`src/rtl/ram16_arbiter.sv`:
```
// ram16_arbiter: shares one single-port 1-cycle-latency RAM between ports A and B,
// one access per clock, round-robin or A-priority on conflict.
module ram16_arbiter #(
  parameter int ADDR_WIDTH  = 4,
  parameter int DATA_WIDTH  = 16,
  parameter int ROUND_ROBIN = 1
) (
  input  logic                  clk,
  input  logic                  reset,
  input  logic                  a_req,
  input  logic                  a_we,
  input  logic [ADDR_WIDTH-1:0] a_addr,
  input  logic [DATA_WIDTH-1:0] a_wdata,
  output logic                  a_gnt,
  output logic                  a_rvalid,
  output logic [DATA_WIDTH-1:0] a_rdata,
  input  logic                  b_req,
  input  logic                  b_we,
  input  logic [ADDR_WIDTH-1:0] b_addr,
  input  logic [DATA_WIDTH-1:0] b_wdata,
  output logic                  b_gnt,
  output logic                  b_rvalid,
  output logic [DATA_WIDTH-1:0] b_rdata,
  output logic [ADDR_WIDTH-1:0] mem_address,
  output logic [DATA_WIDTH-1:0] mem_in,
  output logic                  mem_load,
  input  logic [DATA_WIDTH-1:0] mem_out
);
  logic last_b_q, last_b_d;
  logic a_own_q, b_own_q;
  always_comb begin
    a_gnt       = !reset && a_req && (!b_req || ROUND_ROBIN == 0 || last_b_q);
    b_gnt       = !reset && b_req && !a_gnt;
    last_b_d    = a_gnt ? 1'b0 : (b_gnt ? 1'b1 : last_b_q);
    mem_address = b_gnt ? b_addr : a_addr;
    mem_in      = b_gnt ? b_wdata : a_wdata;
    mem_load    = a_gnt ? a_we : (b_gnt && b_we);
  end
  always_ff @(posedge clk) begin
    if (reset) begin
      last_b_q <= 1'b1;
      a_own_q  <= 1'b0;
      b_own_q  <= 1'b0;
    end else begin
      last_b_q <= last_b_d;
      a_own_q  <= a_gnt;
      b_own_q  <= b_gnt;
    end
  end
  // A response owed from the edge before reset is suppressed while reset is high.
  assign a_rvalid = a_own_q && !reset;
  assign b_rvalid = b_own_q && !reset;
  assign a_rdata  = mem_out;
  assign b_rdata  = mem_out;
endmodule

```
`config.mk`:
```
export PLATFORM = sky130hd
export DESIGN_NAME = ram16_arbiter
export DESIGN_NICKNAME = d
export VERILOG_FILES = /design/src/rtl/ram16_arbiter.sv
export SDC_FILE = /design/constraint.sdc
export NUM_CORES = 1
export LEC_CHECK = 0
export ABC_AREA = 1
export ABC_CLOCK_PERIOD_IN_PS = 1340
export CELL_PAD_IN_SITES_DETAIL_PLACEMENT = 1
export CELL_PAD_IN_SITES_GLOBAL_PLACEMENT = 1
export CORE_MARGIN = 2
export CORE_UTILIZATION = 12
export CTS_CLUSTER_DIAMETER = 100
export DETAILED_ROUTE_END_ITERATION = 10
export PLACE_DENSITY = 0.87
export SLEW_MARGIN = 20
export SYNTH_ARGS = -nofsm -noshare
export SYNTH_HDL_FRONTEND = slang
export SYNTH_SLANG_ARGS = --single-unit
```
`constraint.sdc`:
```
create_clock -name clk -period 1.34 [get_ports clk]
set_input_delay 0.134 -clock clk [delete_from_list [all_inputs] [get_ports clk]]
set_output_delay 0.134 -clock clk [all_outputs]
set_load 0.005 [all_outputs]
```
==> flow_summary.ini <==
[layout]
diodes = 0
nets = 264
final_core_util_pct = 31.5
syn_to_final_growth_pct = 150
drive_above_1_share_pct = 52.2

[grt]
grt_pass1_vias = 1183
grt_max_degree = 10
grt_pass1_wl_mm = 5.95
grt.total_usage_pct = 12.3
antenna_found_initial = 0
grt_overflow = 0

[floorplan]
io_pins = 119
initial_core_util_pct = 12.6
dieArea_sq_um = 6480
die_y_microns = 80.5
core_sq_um = 5570
rows = 27
chipWidth_microns = 80.5

[run]
drv_cap = 0

[yosys]
yosysTopAreaCell = buf_4
synth_top_area_share_pct = 37.4
syn-instance-count = 122
syn_nets = 184
synth_edf_count = 0
synth_commonest_cells = 44 x nand2_1, 35 x buf_4, 21 x nand3_1
synth.distinct_cells = 12
syn_area_per_cell_sq_um = 5.75
async_flop_share_pct = 0
synth_warnings = 0
synth_seq_cells = 3
synth.most_common_cell = nand2_1
syn-cell-area_sq_um = 702
synth_area_leaders = buf_4 37%, nand2_1 24%, nand3_1 15%
ys.flop_type = dfxtp_1
ys_seq_area_share_pct = 8.56

[detailed_routing]
drc_errors = 0
finalWirelength_mm = 3.86
drt_first_pass_iters = 4
via_count = 1046
antenna_left = 0
vias_per_cell = 3.83
wire_per_inst_microns = 14.2
drtIter0Drc = 20

[power]
power_density_nw_per_um2 = 516
sw_frac_of_total_pct = 30.6
p_int_uw = 629
power_switching_uw = 278
p_leak_uw = 0.000856
vdd_drop_max_mv = 0.528
power_frac_seq_pct = 10.9
p_clk_share_pct = 29.6
pwr-share-comb_pct = 59.5

[sta]
min_period_over_period_pct = 108
slew_headroom_pct = 82.3
skew_ns = 0.00220
rsz0062_at_grt = yes
worst_slack_ns = -0.101
hold_viol_final = 0
drv_slew = 0
tns_ns = -1.29
fmax_ghz = 0.694
whs_ns = 0.267
worst_slew_pin_slew_ns = 0.265
report.final.setup_viol = 17
fin_crit_ns = 1.44

[cts]
cts_sinks = 3
insertion_delay_ns = 0.22
cts_htree_levels = 1
cts_buffer_depth = 2
numCtsBuffers = 3
cts_tree = built
cts_root_buffer = clkbuf_8
path_clk_slew_ns = 0.03

[status]
failed_checks = setup timing
outcome = finished, violations left

[placed_design]
pre_cts_ws_ns = -0.591
dp_hpwl_mm = 2.14
gp_congestion = 0.707
portBuffers = 70

[critical_path]
critPathMaxFanout = 4
crit_arrival_ns = 1.31
required_ns = 1.21
critPathKind = register to output port
worstRegToRegCells = 5
start_kind = register
end_kind = output port

[hold_path]
worstHoldPathCells = 3
min_path_type = primary input to register
==> flip-flops by register name, indices dropped and copies added (netlist names) <==
name,flops
a_own_q,1
last_b_q,1
b_own_q,1
==> routing by layer <==
metal	track usage, %	routed length (microns)	vias up
li1	-	-	504
met4	5.25	97	0
met5	0	0	-
met1	11.4	1290	488
met3	2.70	255	13
met2	25.0	2220	41
==> per-stage QoR <==
stage | cells | power (uW) | instance area (sq um)
2_1_floorplan | 122 | 291 | 702
4_1_cts | 272 | 892 | 1740
6_report | 273 | 907 | 1760
3_5_place_dp | 234 | 491 | 1260
5_1_grt | 273 | 970 | 1760
3_3_place_gp | 234 | 483 | 1260
==> critical path, cell delays in order, from the launching register on <==
cell and delay [ns]:
dfxtp_2 0.31, inv_2 0.07, nand2_4 0.10, nand2_8 0.13, nand2_8 0.06, buf_6 0.12, buf_6 0.11, nand2_2 0.04
nand2_1 0.05, buf_2 0.12
==> power groups by stage <==
stage          Sequential (uW)  Clock [uW]  Combinational, uW
2_1_floorplan             98.1           0                193
5_1_grt                   99.0         288                583
4_1_cts                   98.2         267                527
6_report                  98.5         269                540
3_5_place_dp              98.5           0                392
3_3_place_gp              98.3           0                385
==> layout make-up <==
| class | instances | area, sq um |
|---|---|---|
| well taps | 72 | 90.1 |
| repair buffers | 109 | 1020 |
| inverters | 10 | 40.0 |
| fillers | 684 | 3820 |
| clock buffers | 4 | 45.0 |
| flip-flops and latches | 3 | 61.3 |
| multi-input cells | 75 | 504 |
==> worst paths after layout <==
| check | to | slack [ns] | start |
|---|---|---|---|
| worst max register to register | last_b_q | 0.38 | last_b_q |
| worst max-delay path | mem_address[3] | -0.10 | last_b_q |
| worst min-delay path | last_b_q | 0.27 | reset |
| worst min register to register | last_b_q | 0.79 | last_b_q |
==> placed cells by master, fill, tap and decap left out <==
cell and n:
dfxtp_1 2, nand2_8 4, clkdlybuf4s15_2 1, nor2_4 1, buf_6 19, buf_12 2
o211ai_1 1, buf_2 23, inv_2 4, inv_4 1, clkbuf_1 1, nand2_2 11
dfxtp_2 1, clkdlybuf4s15_1 2, nand3_1 7, nand2_1 32, clkbuf_8 3, inv_1 5
buf_4 15, buf_8 2, nand2_4 3, nand3_2 14, clkdlybuf4s50_1 44, nor2_1 2
bufbuf_16 1
==> cell families (layout without fill, tap and decap cells) <==
kind of cell,after synthesis,in the layout,share of synthesized area [%]
flip-flops,3,3,8.56
buffers and inverters,48,123,46.7
AO/OA/AOI/OAI,1,1,1.07
AND/OR/NAND/NOR,70,74,43.7
==> what timing repair did <==
item	in CTS	in global routing
gates resized for setup	156	6
gates cloned	7	0
hold buffers	0	0
buffers inserted	28	2
pin swaps	20	6
endpoints found under the setup margin	25	23
Note: power is estimated with default switching activity, not from simulation.
